===== src/rtl/control_seq.sv =====
// control_seq: eight-phase instruction sequencer for the VeriRISC datapath.
// It steps INST_ADDR..STORE and decodes the live opcode into datapath strobes.
// It also provides memory wait states (fixed count plus an optional ready
// handshake), a latched halt with resume, single-step pausing and a counter
// of retired instructions.
//
// Ports
//   clk, rst_        rising-edge clock; synchronous active-high reset
//   opcode           current IR opcode (typedefs_pkg::opcode_t)
//   zero             accumulator zero flag (used by SKZ)
//   mem_ready        memory read data valid (only when USE_READY=1)
//   resume           leave the halted condition
//   step_en, step    single-step enable / release one instruction
//   load_ac, mem_rd, mem_wr, inc_pc, load_pc, load_ir, halt   strobes
//   phase            current phase, INST_ADDR=0 .. STORE=7
//   instr_done       one-cycle pulse in the cycle STORE advances
//   instr_cnt        retired instruction count, wraps

package typedefs_pkg;
  typedef enum logic [2:0] {
    HLT = 3'd0, SKZ = 3'd1, ADD = 3'd2, AND = 3'd3,
    XOR = 3'd4, LDA = 3'd5, STO = 3'd6, JMP = 3'd7
  } opcode_t;
endpackage

module control_seq
  import typedefs_pkg::*;
#(
  parameter int unsigned MEM_WAIT  = 0,
  parameter bit          USE_READY = 1'b0,
  parameter int unsigned CNT_W     = 16
) (
  input  logic             clk,
  input  logic             rst_,
  input  opcode_t          opcode,
  input  logic             zero,
  input  logic             mem_ready,
  input  logic             resume,
  input  logic             step_en,
  input  logic             step,
  output logic             load_ac,
  output logic             mem_rd,
  output logic             mem_wr,
  output logic             inc_pc,
  output logic             load_pc,
  output logic             load_ir,
  output logic             halt,
  output logic [2:0]       phase,
  output logic             instr_done,
  output logic [CNT_W-1:0] instr_cnt
);

  localparam logic [2:0] INST_ADDR  = 3'd0;
  localparam logic [2:0] INST_FETCH = 3'd1;
  localparam logic [2:0] INST_LOAD  = 3'd2;
  localparam logic [2:0] IDLE       = 3'd3;
  localparam logic [2:0] OP_ADDR    = 3'd4;
  localparam logic [2:0] OP_FETCH   = 3'd5;
  localparam logic [2:0] ALU_OP     = 3'd6;
  localparam logic [2:0] STORE      = 3'd7;

  localparam int unsigned    WAIT_W    = (MEM_WAIT > 0) ? $clog2(MEM_WAIT + 1) : 1;
  localparam logic [WAIT_W-1:0] WAIT_LOAD = WAIT_W'(MEM_WAIT);

  logic              halted;
  logic              paused;
  logic [WAIT_W-1:0] wait_cnt;

  logic       alu_op;
  logic       stall_phase;
  logic       wait_hold;
  logic       pause_hold;
  logic [2:0] next_phase;
  logic       load_wait;

  always_comb begin
    alu_op      = (opcode == ADD) || (opcode == AND) ||
                  (opcode == XOR) || (opcode == LDA);
    stall_phase = (phase == INST_FETCH) || ((phase == OP_FETCH) && alu_op);
    wait_hold   = stall_phase &&
                  ((wait_cnt != '0) || (USE_READY && !mem_ready));
    // A pause only holds while step_en is still set; dropping step_en lets
    // the pending pause fall through and be cleared by the advance below.
    pause_hold  = (phase == INST_ADDR) && paused && step_en && !step;
    next_phase  = phase + 3'd1;
    load_wait   = (next_phase == INST_FETCH) ||
                  ((next_phase == OP_FETCH) && alu_op);
  end

  always_ff @(posedge clk) begin
    if (rst_) begin
      phase     <= INST_ADDR;
      halted    <= 1'b0;
      paused    <= 1'b0;
      wait_cnt  <= '0;
      instr_cnt <= '0;
    end else if (halted) begin
      if (resume) begin
        halted <= 1'b0;
        phase  <= OP_FETCH;
        if (alu_op) wait_cnt <= WAIT_LOAD;
      end
    end else if ((phase == OP_ADDR) && (opcode == HLT)) begin
      halted <= 1'b1;
    end else if (!pause_hold) begin
      if (wait_hold) begin
        if (wait_cnt != '0) wait_cnt <= wait_cnt - 1'b1;
      end else begin
        phase  <= next_phase;
        paused <= 1'b0;
        if (load_wait) wait_cnt <= WAIT_LOAD;
        if (phase == STORE) begin
          instr_cnt <= instr_cnt + 1'b1;
          paused    <= step_en;
        end
      end
    end
  end

  always_comb begin
    load_ac    = 1'b0;
    mem_rd     = 1'b0;
    mem_wr     = 1'b0;
    inc_pc     = 1'b0;
    load_pc    = 1'b0;
    load_ir    = 1'b0;
    halt       = 1'b0;
    instr_done = 1'b0;
    case (phase)
      INST_FETCH: mem_rd = 1'b1;
      INST_LOAD, IDLE: begin
        mem_rd  = 1'b1;
        load_ir = 1'b1;
      end
      OP_ADDR: begin
        inc_pc = 1'b1;
        halt   = (opcode == HLT);
      end
      OP_FETCH: mem_rd = alu_op;
      ALU_OP: begin
        load_ac = alu_op;
        mem_rd  = alu_op;
        inc_pc  = (opcode == SKZ) && zero;
        load_pc = (opcode == JMP);
      end
      STORE: begin
        load_ac    = alu_op;
        mem_rd     = alu_op;
        inc_pc     = (opcode == JMP);
        load_pc    = (opcode == JMP);
        mem_wr     = (opcode == STO);
        instr_done = 1'b1;
      end
      default: ;
    endcase
    if (halted) begin
      load_ac    = 1'b0;
      mem_rd     = 1'b0;
      mem_wr     = 1'b0;
      inc_pc     = 1'b0;
      load_pc    = 1'b0;
      load_ir    = 1'b0;
      halt       = 1'b1;
      instr_done = 1'b0;
    end
    if (rst_) begin
      load_ac    = 1'b0;
      mem_rd     = 1'b0;
      mem_wr     = 1'b0;
      inc_pc     = 1'b0;
      load_pc    = 1'b0;
      load_ir    = 1'b0;
      halt       = 1'b0;
      instr_done = 1'b0;
    end
  end

endmodule


===== config.mk =====
export PLATFORM = sky130hd
export DESIGN_NAME = control_seq
export DESIGN_NICKNAME = d
export VERILOG_FILES = /design/src/rtl/control_seq.sv
export SDC_FILE = /design/constraint.sdc
export NUM_CORES = 1
export LEC_CHECK = 0
export CAP_MARGIN = 10
export CORE_ASPECT_RATIO = 1.25
export CORE_MARGIN = 1
export CORE_UTILIZATION = 41
export DETAILED_ROUTE_END_ITERATION = 8
export HOLD_SLACK_MARGIN = 0.06
export PLACE_DENSITY = 0.75
export REMOVE_ABC_BUFFERS = 1
export SLEW_MARGIN = 20
export SYNTH_ARGS = -nofsm -noshare
export SYNTH_HDL_FRONTEND = slang
export SYNTH_SLANG_ARGS = --single-unit

===== constraint.sdc =====
create_clock -name clk -period 1.8 [get_ports clk]
set_input_delay 0.27 -clock clk [delete_from_list [all_inputs] [get_ports clk]]
set_output_delay 0.27 -clock clk [all_outputs]
set_load 0.005 [all_outputs]

# After elaboration in Yosys (flattened, before gate mapping)
# Index checks and enable logic that the tools add are counted.
dict set report classes {
  addsub 3
  n_eq_ne 21
  mux 41
  bitwise_logic 4
  reduce_logical 25
}
# cell count
set op_table {}
lappend op_table {{$mux 1} 34}
lappend op_table {{$eq 3x3->1 const B} 9}
lappend op_table {{$add 16x1->16 const B} 1}
lappend op_table {{$mux 3} 5}
lappend op_table {{$eq 3x2->1 const B} 4}
lappend op_table {{$reduce_and 5->1} 2}
lappend op_table {{$eq 3x1->1 const B} 3}
lappend op_table {{$logic_and 1x1->1} 8}
lappend op_table {{$ne 2x2->1 const B} 4}
lappend op_table {{$reduce_and 4->1} 2}
lappend op_table {{$logic_not 3->1} 2}
lappend op_table {{$reduce_or 3->1} 2}
lappend op_table {{$logic_or 1x1->1} 5}
lappend op_table {{$not 1->1} 4}
lappend op_table {{$reduce_or 2->1} 2}
lappend op_table {{$add 3x1->3 const B} 1}
lappend op_table {{$pmux 1 s3} 1}
lappend op_table {{$reduce_bool 3->1} 1}
lappend op_table {{$ne 2x1->1 const B} 1}
lappend op_table {{$pmux 1 s2} 1}
lappend op_table {{$logic_not 1->1} 1}
lappend op_table {{$sub 1x1->1 const B} 1}
dict set report totals {
  ff_bits 22
  in_bits 10
}

# Depth between registers and ports, before layout
dict set report depth {
  word_depth 11
  depth_mapped 7
  mapped_depth_nobuf 7
}

# Worst setup path after synthesis
# Ideal clock, no wire load.
dict set report synth_path {
  path_kind {register to register}
  start {register phase[0]}
  end {register instr_cnt[13]}
  setup_time_ns 0.071
  arrival_time_ns 1.986
  t_required_ns 1.729
  slack_ns -0.256
  path_stages_with_launch 8
  synth_period_minus_slack_ns 2.056
  path_cell_list {dfxtp_1 -> inv_1 -> ha_1 -> nor4bb_2 -> a21boi_4 -> nand4_2 -> or4_1 -> a21oi_1}
}
dict set report synth_between {
  elab_chain_cells 6
}
# item line
set synth_lines {}
lappend synth_lines {{from (decl)} 48} ;# output logic [2:0] phase,
lappend synth_lines {{from (signal assigned)} 109} ;# phase <= next_phase;
lappend synth_lines {{$eq 3x3->1 / $logic_not 3->1 (equally long branches)} {79, 84}}
lappend synth_lines {{$logic_and 1x1->1, on equally long branches} {79, 84}}
lappend synth_lines {{$logic_or 1x1->1 / $logic_and 1x1->1 (equally long branches)} {79, 84}}
lappend synth_lines {{$logic_and 1x1->1, on equally long branches} {80, 84}}
lappend synth_lines {{$not 1->1 (no line)} --}
lappend synth_lines {{$reduce_and 5->1 (no line) (*)} --}
lappend synth_lines {{to (signal assigned)} 113} ;# instr_cnt <= instr_cnt + 1'b1;
lappend synth_lines {{to (decl)} 50} ;# output logic [CNT_W-1:0] instr_cnt
# Every way passes the cells marked *; elsewhere a longest branch is shown, timed or not.
# A chain may end at the register's enable or synchronous reset.

# Worst setup path in the final report
dict set report layout_path {
  start {register phase[1]}
  end {register instr_cnt[11]}
}
# The elaborated chain is that of the path after synthesis.

==> flow_metrics.env <==
export IMPL_fin_setup_tns_ns=-0.251
export IMPL_drc=0
export IMPL_worstSetupStartpointType="flop"
export IMPL_num_rows=21
export IMPL_clock_latency_ns=0.32
export IMPL_syn_area_sq_mm=0.00118
export IMPL_rr_worst_depth=7
export IMPL_yosys_register_bits=21
export IMPL_violations="negative setup slack"
export IMPL_grt_max_degree=24
export IMPL_io_pins=37
export IMPL_nets=225
export IMPL_path_cells="ha_4, ha_4, buf_6, a21boi_4, nand4_4, or4_4, a21oi_2"
export IMPL_gr_total_overflow=0
export IMPL_yosysTopAreaCell="dfxtp_1"
export IMPL_r2r_end="instr_cnt[11]"
export IMPL_antenna_found_initial=0
export IMPL_min_period_ns=1.87
export IMPL_post_dp_cell_area_sq_mm=0.00176
export IMPL_critical_path_max_stage_delay_ns=0.50
export IMPL_synth_ff_type="dfxtp_1"
export IMPL_tightest_slew_ns=0.371
export IMPL_vias=1330
export IMPL_firstDrtPassIters=4
export IMPL_gp_routability_congestion=0.832
export IMPL_crit_arrival_ns=2.13
export IMPL_setup_ws_ns=-0.0658
export IMPL_synthDistinctLibCells=33
export IMPL_startpoint="phase[1]"
export IMPL_hold_path_class="flop to flop"
export IMPL_async_flop_share_pct=0
export IMPL_port_buffers=35
export IMPL_regToRegStartpoint="phase[1]"
export IMPL_synth_top_area_share_pct=35.5
export IMPL_clock_skew_ns=0.00223
export IMPL_design_area_sq_mm=0.00198
export IMPL_clock_sinks=21
export IMPL_cts_root_buf="clkbuf_4"
export IMPL_die_x_um=50.1
export IMPL_synth_avg_cell_area_sq_um=8.59
export IMPL_n_antenna_cell=0
export IMPL_slew_headroom_pct=75.2
export IMPL_grt_pass1_wl_mm=5.95
export IMPL_clk_path_buf_depth=2
export IMPL_finalHoldViolCount=0
export IMPL_synth_cells=138
export IMPL_fmax_ghz=0.536
export IMPL_synth_area_leaders="dfxtp_1, xor2_1, ha_1"
export IMPL_clkTransAtPathRegs_ns=0.12
export IMPL_finalCritPeriodShare_pct=104
export IMPL_syn2layout_area_growth_pct=67.3
export IMPL_design_core_area_sq_mm=0.00271
export IMPL_grt_pass1_vias=1351
export IMPL_crit_type="flop to flop"
export IMPL_dp_cells=230
export IMPL_report_final_slew_viol_count=0
export IMPL_peakVddDrop_mv=0.399
export IMPL_cpMaxStageDelayCell="or4_4"
export IMPL_endpoint_kind="flop"
export IMPL_rrSetupSlack_ns=-0.07
export IMPL_layout_drive_gt1_share_pct=36.2
export IMPL_ys_warn_count=0
export IMPL_dieArea_sq_mm=0.00311
export IMPL_power_total_mw=0.937
export IMPL_yosysSeqAreaShare_pct=35.5
export IMPL_fillCellCount=201
export IMPL_crit_end="instr_cnt[11]"
export IMPL_status="finished with violations"
export IMPL_wire_per_inst_um=15.3
export IMPL_die_h_um=62.1
export IMPL_crit_fanout=4
export IMPL_cts_buffers=3
export IMPL_dp_hpwl_mm=2.39
export IMPL_synth_edf_count=0
export IMPL_rsz0062_at_grt="yes"
export IMPL_wl_mm=3.69
export IMPL_grt_usage_pct=24.5
export IMPL_start_util_pct=43.8
export IMPL_drv_cap=0
export IMPL_drt_vias_per_instance=5.52
export IMPL_power_density_mw_per_mm2=473
export IMPL_p_leak_nw=0.784
export IMPL_setup_viol=6
export IMPL_cts_tree="done"
export IMPL_crit_top_cell="ha_4"
export IMPL_cts_hold_buf=0
export IMPL_cts_max_level=1
export IMPL_fin_cells=241
export IMPL_required_ns=2.07
export IMPL_initialDrtViolationCount=34
export IMPL_ant_nets=0
## cell type report
cell class | instances | area [sq um] | share of cell area [%]
Timing Repair Buffer | 68 | 578 | 29.2
Tap cell | 34 | 42.5 | 2.15
Clock inverter | 1 | 5.00 | 0.253
Sequential cell | 21 | 432 | 21.8
Clock buffer | 3 | 22.5 | 1.14
Inverter | 3 | 13.8 | 0.694
Multi-Input combinational cell | 111 | 888 | 44.8
## synth_stat cells (4+ instances only)
master and n:
a21oi_1 8, and3_1 7, dfxtp_1 21, ha_1 7, nand2_1 11, nand3_1 7
nand4_1 10, nor2_1 17, nor3_1 4, xor2_1 12
## through the flow
| step | util (%) | setup WS (ns) | hold WS, ns |
|---|---|---|---|
| after floorplan | - | -0.262 | 0.339 |
| after global placement | 65.1 | -0.428 | 0.486 |
| after detailed placement | 65.1 | -0.460 | 0.497 |
| after CTS | 71.9 | -0.0850 | 0.520 |
| after global routing | 73.2 | -0.149 | 0.539 |
| final | 73.2 | -0.0658 | 0.519 |
## placed cells by master, fill, tap and decap left out, types with 2 or more instances in the layout
cell	n
nor3_2	3
a21oi_1	7
clkdlybuf4s50_1	24
o21ai_1	2
buf_4	27
nand2_1	9
nor2_1	16
ha_4	4
nand2_2	2
xor2_1	11
dlygate4sd2_1	2
buf_2	4
clkbuf_4	3
buf_6	6
nand3_1	6
and2_1	2
dfxtp_1	18
dfxtp_4	3
clkbuf_2	4
and3_1	7
nand4_1	10
ha_2	2
## critical path: cells and delay by family (launching register included)
kind,cells,cell delay (ns)
buf+inv,1,0.10
fa+ha+maj,2,0.32
compound gates,2,0.34
flops,1,0.40
simple gates,2,0.64
## power by group
part           internal, mW  switching [mW]  leakage (nW)
Combinational         0.117          0.0957         0.594
Clock                0.0834           0.155        0.0177
Sequential            0.473          0.0123         0.172
## what timing repair did
item / CTS / global route
endpoints found under the setup margin: 28 / 27
pin swaps: 17 / 8
buffers inserted: 4 / 2
resized for setup: 62 / 15
gates cloned: 1 / 0
## per-layer routing
metal / track usage [%] / part of all wire [%] / routed length [um] / vias to the layer above
li1: - / - / - / 639
met1: 25.8 / 39 / 1430 / 625
met2: 45.8 / 54 / 2010 / 57
met3: 2.21 / 4.4 / 161 / 9
met4: 13.2 / 2.6 / 96 / 0
met5: 0 / 0 / 0 / -
## logic make-up after synthesis
kind of cell	synth area share (%)
muxes	0.950
AOI/OAI and AO/OA	13.5
DFF	35.5
adders and majority gates	7.39
xor gates and xnor gates	8.87
buffers and inverters	1.90
and+or+nand+nor	31.9
## flip-flops by register name (all words and copies together) (netlist names)
| register | flops |
|---|---|
| phase | 3 |
| halted | 1 |
| instr_cnt | 16 |
| paused | 1 |
## worst min-delay path by stage
stage / from / endpoint / slack, ns / cells past startpoint
finish: instr_cnt[1] / instr_cnt[1] / 0.52 / 2
global route: instr_cnt[13] / instr_cnt[13] / 0.54 / 2
CTS: instr_cnt[13] / instr_cnt[13] / 0.52 / 2
detailed placement: instr_cnt[13] / instr_cnt[13] / 0.50 / 2
global placement: instr_cnt[13] / instr_cnt[13] / 0.49 / 2
floorplan: rst_ / instr_cnt[11] / 0.34 / 1
Power figures use the tool's default switching activity.
==> RTL edit 1: new RTL, config.mk and constraints unchanged <==
Set the parameter `CNT_W` to 20 (it was 16).
--- a/src/rtl/control_seq.sv
+++ b/src/rtl/control_seq.sv
@@ -30,3 +30,3 @@
   parameter bit          USE_READY = 1'b0,
-  parameter int unsigned CNT_W     = 16
+  parameter int unsigned CNT_W     = 20
 ) (
Interface: changed (resized instr_cnt); port bits go from 37 to 41. The function was not compared with the original's and may differ.
==> RTL edit 1 against the unedited design <==
- the flow finishes with violations (design-rule violations, negative setup slack)
- synthesized cell count is 24% higher
- critical path depth is the same
- cell area grew 20%
- total power rose by 17%
- setup slack worse by 0.017 ns
- sequential cell count increased by 4
- wire length decreased by 0.22%
- synthesized area is 31% higher
- critical path type is now flip-flop to output pin
==> RTL edit 1: results (changes against the unedited design) <==
Parameter                              Value

Synthesis
  Top cell type's share of synthesized area ... 32.31% (-3.2 points)
  Share of the yosys chip area belonging to registers ... 32.31% (-3.2 points)
  Multiplexer share of the synthesized area ... 1.616% (+0.67 points)
  Number of distinct library cells after synthesis ... 42 (+27%)
  Area fraction in compound gates after synthesis ... 3.958% (-9.6 points)
  Leading post-synthesis cells by instance count ... 25 x sky130_fd_sc_hd__dfxtp_1, 25 x sky130_fd_sc_hd__nor2_1, 13 x sky130_fd_sc_hd__xnor2_1
  Biggest area contributors in the synthesized netlist ... sky130_fd_sc_hd__dfxtp_1 32%, sky130_fd_sc_hd__xnor2_1 7.4%, sky130_fd_sc_hd__ha_1 6.5%, sky130_fd_sc_hd__nor2_1 6.1%, sky130_fd_sc_hd__nor4b_2 3.9%
  Fraction of the mapped netlist area in adder cells ... 6.462% (-0.93 points)
  Mapped Cells ... 171 (+24%)
  Xor and xnor fraction of the mapped netlist area ... 10.74% (+1.9 points)

Run status
  Failing checks ... design-rule violations, negative setup slack
  Outcome ... finished with violations

Timing
  Worst-Margin Slew ... 0.3535 ns (-0.01727 ns)
  Final count of negative-setup-slack endpoints ... 5 (-1)
  Least setup slack across all paths after layout ... -0.08318 ns (-0.01734 ns)
  Max Clock Skew ... 0.004617 ns (+0.002391 ns)
  Worst-case hold slack ... 0.4828 ns (-0.03628 ns)

GRT
  Global-route wire length before repair ... 6092 um (+2.3%)
  GR Util All Layers ... 18.61% (-5.9 points)
  M3 GR Usage ... 2.194% (-0.012 points)
  Met1 Track Usage GR ... 24.40% (-1.4 points)

Clock tree
  Clock root buffer master ... sky130_fd_sc_hd__clkbuf_8
  Clock-pin transition on the worst setup and hold timing paths ... 0.09 ns (-0.03 ns)

Worst setup path
  R2R cell count ... 8 (+1)
  Arrival time reported for the critical path endpoint ... 1.61 ns (-0.52 ns)
  Slowest stage delay, CP ... 0.38 ns (-0.12 ns)
  Crit Reg-Reg Startpoint ... phase[0]

Power and ir drop
  Net Switching ... 0.0002726 W (+3.4%)

Placement
  Instance area after placement ... 0.002147 mm2 (+22%)
  Placer Congestion ... 0.8214 (-1.3%)

Final layout
  Fraction of layout cells with a size suffix above 1 ... 33.48% (-2.8 points)
  Number of nets in the layout ... 252 (+12%)

Routing
  DRT iter0 DRCs ... 59 (+74%)
  DRC violation count after routing ... 4 (+4)
  Detailed-route vias per instance ... 5.283 (-4.3%)
## RTL edit 1: changes by cell type in the layout (fill, tap and decap cells not counted), moves of 5 or more
cell	before	now
sky130_fd_sc_hd__buf_6	6	1
sky130_fd_sc_hd__dfxtp_1	18	23
sky130_fd_sc_hd__nor2_1	16	24
sky130_fd_sc_hd__nor4_4	0	5
sky130_fd_sc_hd__xnor2_1	0	12
sky130_fd_sc_hd__xor2_1	11	6
## RTL edit 1: kinds of logic (layout without fill, tap and decap cells)
group / Yosys count / count (layout)
buffers and inverters: 12 / 74
adder cells (fa/ha/maj): 8 / 8
flip-flops: 25 / 25
XOR/XNOR: 19 / 19
multiplexers: 2 / 2
AO/OA/AOI/OAI: 10 / 10
AND/OR/NAND/NOR: 95 / 95
## RTL edit 1: worst min path at each step
stage,cells past startpoint,from,to
final,2,paused,paused
after global routing,1,phase[0],phase[0]
after CTS,2,paused,paused
after detailed placement,2,paused,paused
after global placement,2,paused,paused
after floorplan,1,rst_,paused
## RTL edit 1: power groups by stage
stage          registers (W)  clock network (W)  logic (W)
3_5_place_dp        0.000581                  0   0.000160
5_1_grt             0.000577           0.000363   0.000208
4_1_cts             0.000574           0.000340   0.000171
3_3_place_gp        0.000581                  0   0.000159
6_report            0.000575           0.000333   0.000190
2_1_floorplan       0.000585                  0  0.0000525
## RTL edit 1: timing repair
item,in CTS,in global routing
hold buffers,0,0
resized for setup,50,26
pin swaps,7,13
setup buffers,1,1
setup endpoints to repair,22,23
## RTL edit 1: area by class of cell
class	instances	area (um2)
clock buffers	4	45.04
fillers	270	1162
inverters	4	17.52
multi-input cells	134	1166
flip-flops and latches	25	508.0
well taps	39	48.80
repair buffers	66	595.6
## RTL edit 1: critical path, delay by kind of cell, from the launching register on
| kind | cells | cell delay [ns] |
|---|---|---|
| AND/OR/NAND/NOR | 4 | 0.58 |
| buffers and inverters | 2 | 0.22 |
| adder cells (fa/ha/maj) | 1 | 0.16 |
| flip-flops | 1 | 0.38 |
## RTL edit 1: routing by layer
| layer | routed length, um | up-vias |
|---|---|---|
| li1 | - | 728 |
| met1 | 1671 | 671 |
| met2 | 1865 | 28 |
| met3 | 65 | 10 |
| met4 | 78 | 0 |
| met5 | 0 | - |
## RTL edit 1: metrics by stage
step / setup WS (ns) / util, %
2_1_floorplan: -0.04188 / -
3_3_place_gp: -0.3874 / 60.59
3_5_place_dp: -0.4054 / 60.59
4_1_cts: -0.05713 / 64.27
5_1_grt: -0.1586 / 67.20
6_report: -0.08318 / 67.20
==> RTL edit 2: new RTL, config.mk and constraints unchanged <==
Made on the original files. Reset style: asynchronous (`rst_`), changed in one clocked block. Comments in the files are not updated.
--- a/src/rtl/control_seq.sv
+++ b/src/rtl/control_seq.sv
@@ -89,3 +89,3 @@
 
-  always_ff @(posedge clk) begin
+  always_ff @(posedge clk or posedge rst_) begin
     if (rst_) begin
Formal check against the unedited RTL: differs if rst_ is asserted again (counterexample within 4 cycles, from zero or initial values and one cycle with rst_ high); with rst_ held inactive, the same outputs for 10 cycles.
==> RTL edit 2 against the unedited design <==
- the run still ends with negative setup slack left
- sequential cell count did not move
- global-route usage fell by 2.2 points
- setup slack got worse by 0.032 ns
- fmax fell by 1.7%
- wire length fell by 2.4%
- synthesized area rose by 7.7%
- cell area rose by 9.4%
- highest routed layer unchanged
- clock skew rose by 0.0083 ns
- die area rose by 7.4%
Power is not compared: it rests on default switching activity, and its combinational part moved more than twofold at a synthesized area within 25%.
==> RTL edit 2: results (changes against the unedited design) <==
Parameter                              Value

Run status
  Outcome ... finished with violations
  Failing checks ... negative setup slack

Placement
  Placed Instances ... 214 (-7.0%)
  Worst setup timing slack at the placement stage ... -0.4494 ns (+0.01031 ns)
  Total half-perimeter wirelength after legalization and detailed placement ... 2280 um (-4.7%)
  Instance area after placement ... 0.001843 mm2 (+4.6%)
  Placer Congestion ... 0.7958 (-4.3%)

Routing
  Average wire length per cell after detail routing ... 15.45 um (+0.91%)
  Detailed-route vias per instance ... 5.112 (-7.4%)
  Routed length on met1 ... 1385 um (-2.9%)
  DRT iter0 DRCs ... 24 (-29%)
  Pre-Repair DR Iteration Count ... 3 (-1)
  DR WL met2 ... 1958 um (-2.3%)
  Detailed-routed wire length on met3 ... 174 um (+8.1%)

Final layout
  Number of nets in the layout ... 215 (-4.4%)
  Non-filler instance count after layout ... 233 (-3.3%)
  Final instance area ... 0.002168 mm2 (+9.4%)
  Fill cells ... 221 (+10%)

Timing
  TNS Setup ... -0.4715 ns (-0.2202 ns)
  Least setup slack across all paths after layout ... -0.09754 ns (-0.03170 ns)
  Max Clock Skew ... 0.01055 ns (+0.008324 ns)
  Max_slew headroom ... 74.57% (-0.67 points)
  Final count of negative-setup-slack endpoints ... 11 (+5)
  Worst-case hold slack ... 0.4693 ns (-0.04984 ns)

GRT
  M3 GR Usage ... 2.143% (-0.063 points)
  Antenna violations before repair ... 0 (unchanged)
  Number of global-route vias before repair ... 1233 (-8.7%)
  Met2 Track Usage GR ... 41.03% (-4.8 points)
  Met1 Track Usage GR ... 25.56% (-0.20 points)
  Largest net degree at the start of global routing ... 22 (-8.3%)
  Global-route wire length before repair ... 5589 um (-6.1%)

Worst setup path
  Slack of the worst reg-to-reg path ... -0.01 ns (+0.06 ns)
  Worst path slowest cell ... sky130_fd_sc_hd__dfrtp_1
  Crit Reg-Reg Startpoint ... phase[0]
  Endpoint of the worst register-to-register path ... instr_cnt[9]
  Max Fanout on Critical Path ... 4 (unchanged)

Min path
  Path category of the worst min-delay check ... input pin to async pin

Synthesis
  Number of distinct library cells after synthesis ... 36 (+9.1%)
  Avg Inst Size Synth ... 10.55 um2 (+23%)
  Biggest area contributors in the synthesized netlist ... sky130_fd_sc_hd__dfrtp_1 41%, sky130_fd_sc_hd__xor2_1 8.9%, sky130_fd_sc_hd__ha_1 6.9%, sky130_fd_sc_hd__nor3_2 4.7%, sky130_fd_sc_hd__a21oi_1 3.1%
  FFs w/ async S/R, synth ... 100.0% (+100 points)

Clock tree
  TritonCTS buffer count ... 3 (unchanged)
-- RTL edit 2: changes by cell type after synthesis, sizes merged, moves of 3 or more --
cell / delta
dfrtp: +21
dfxtp: -21
nor2: -12
nor3: +9
nand4: -8
and3: -5
nand2: -4
inv: +3
o21ai: +3
xnor2: +3
-- RTL edit 2: what timing repair did --
item,4_1_cts,5_1_grt
pin swaps,14,10
setup endpoints to repair,22,26
buffers inserted,11,7
gates resized for setup,68,18
-- RTL edit 2: worst max-delay path by stage --
| stage | from | end | slack [ns] | cells past startpoint |
|---|---|---|---|---|
| floorplan | phase[0] | instr_cnt[1] | 0.05 | 6 |
| global placement | opcode[1] | mem_rd | -0.40 | 6 |
| detailed placement | opcode[1] | mem_rd | -0.45 | 6 |
| CTS | phase[0] | inc_pc | -0.07 | 7 |
| global route | phase[0] | mem_rd | -0.22 | 6 |
| finish | phase[0] | mem_rd | -0.1 | 6 |
-- RTL edit 2: logic make-up after synthesis --
| kind of cell | share of synthesized area, % |
|---|---|
| DFF | 41.18 |
| adders and majority gates | 6.862 |
| muxes | 2.843 |
| and+or+nand+nor | 24.71 |
| xor gates and xnor gates | 10.98 |
| AOI/OAI and AO/OA | 10.98 |
| buffers and inverters | 2.450 |
-- RTL edit 2: layout make-up --
type / instances / share of cell area, %
Multi-Input combinational cell: 92 / 41.66
Timing Repair Buffer: 74 / 29.66
Sequential cell: 21 / 24.29
Tap cell: 36 / 2.077
Clock buffer: 3 / 1.039
Inverter: 6 / 1.039
Clock inverter: 1 / 0.2308
-- RTL edit 2: where the power goes --
group,internal [W],switching [W]
Combinational,0.00103,0.000793
Clock,0.0000830,0.000147
Sequential,0.000588,0.000128
Total,0.00170,0.00107
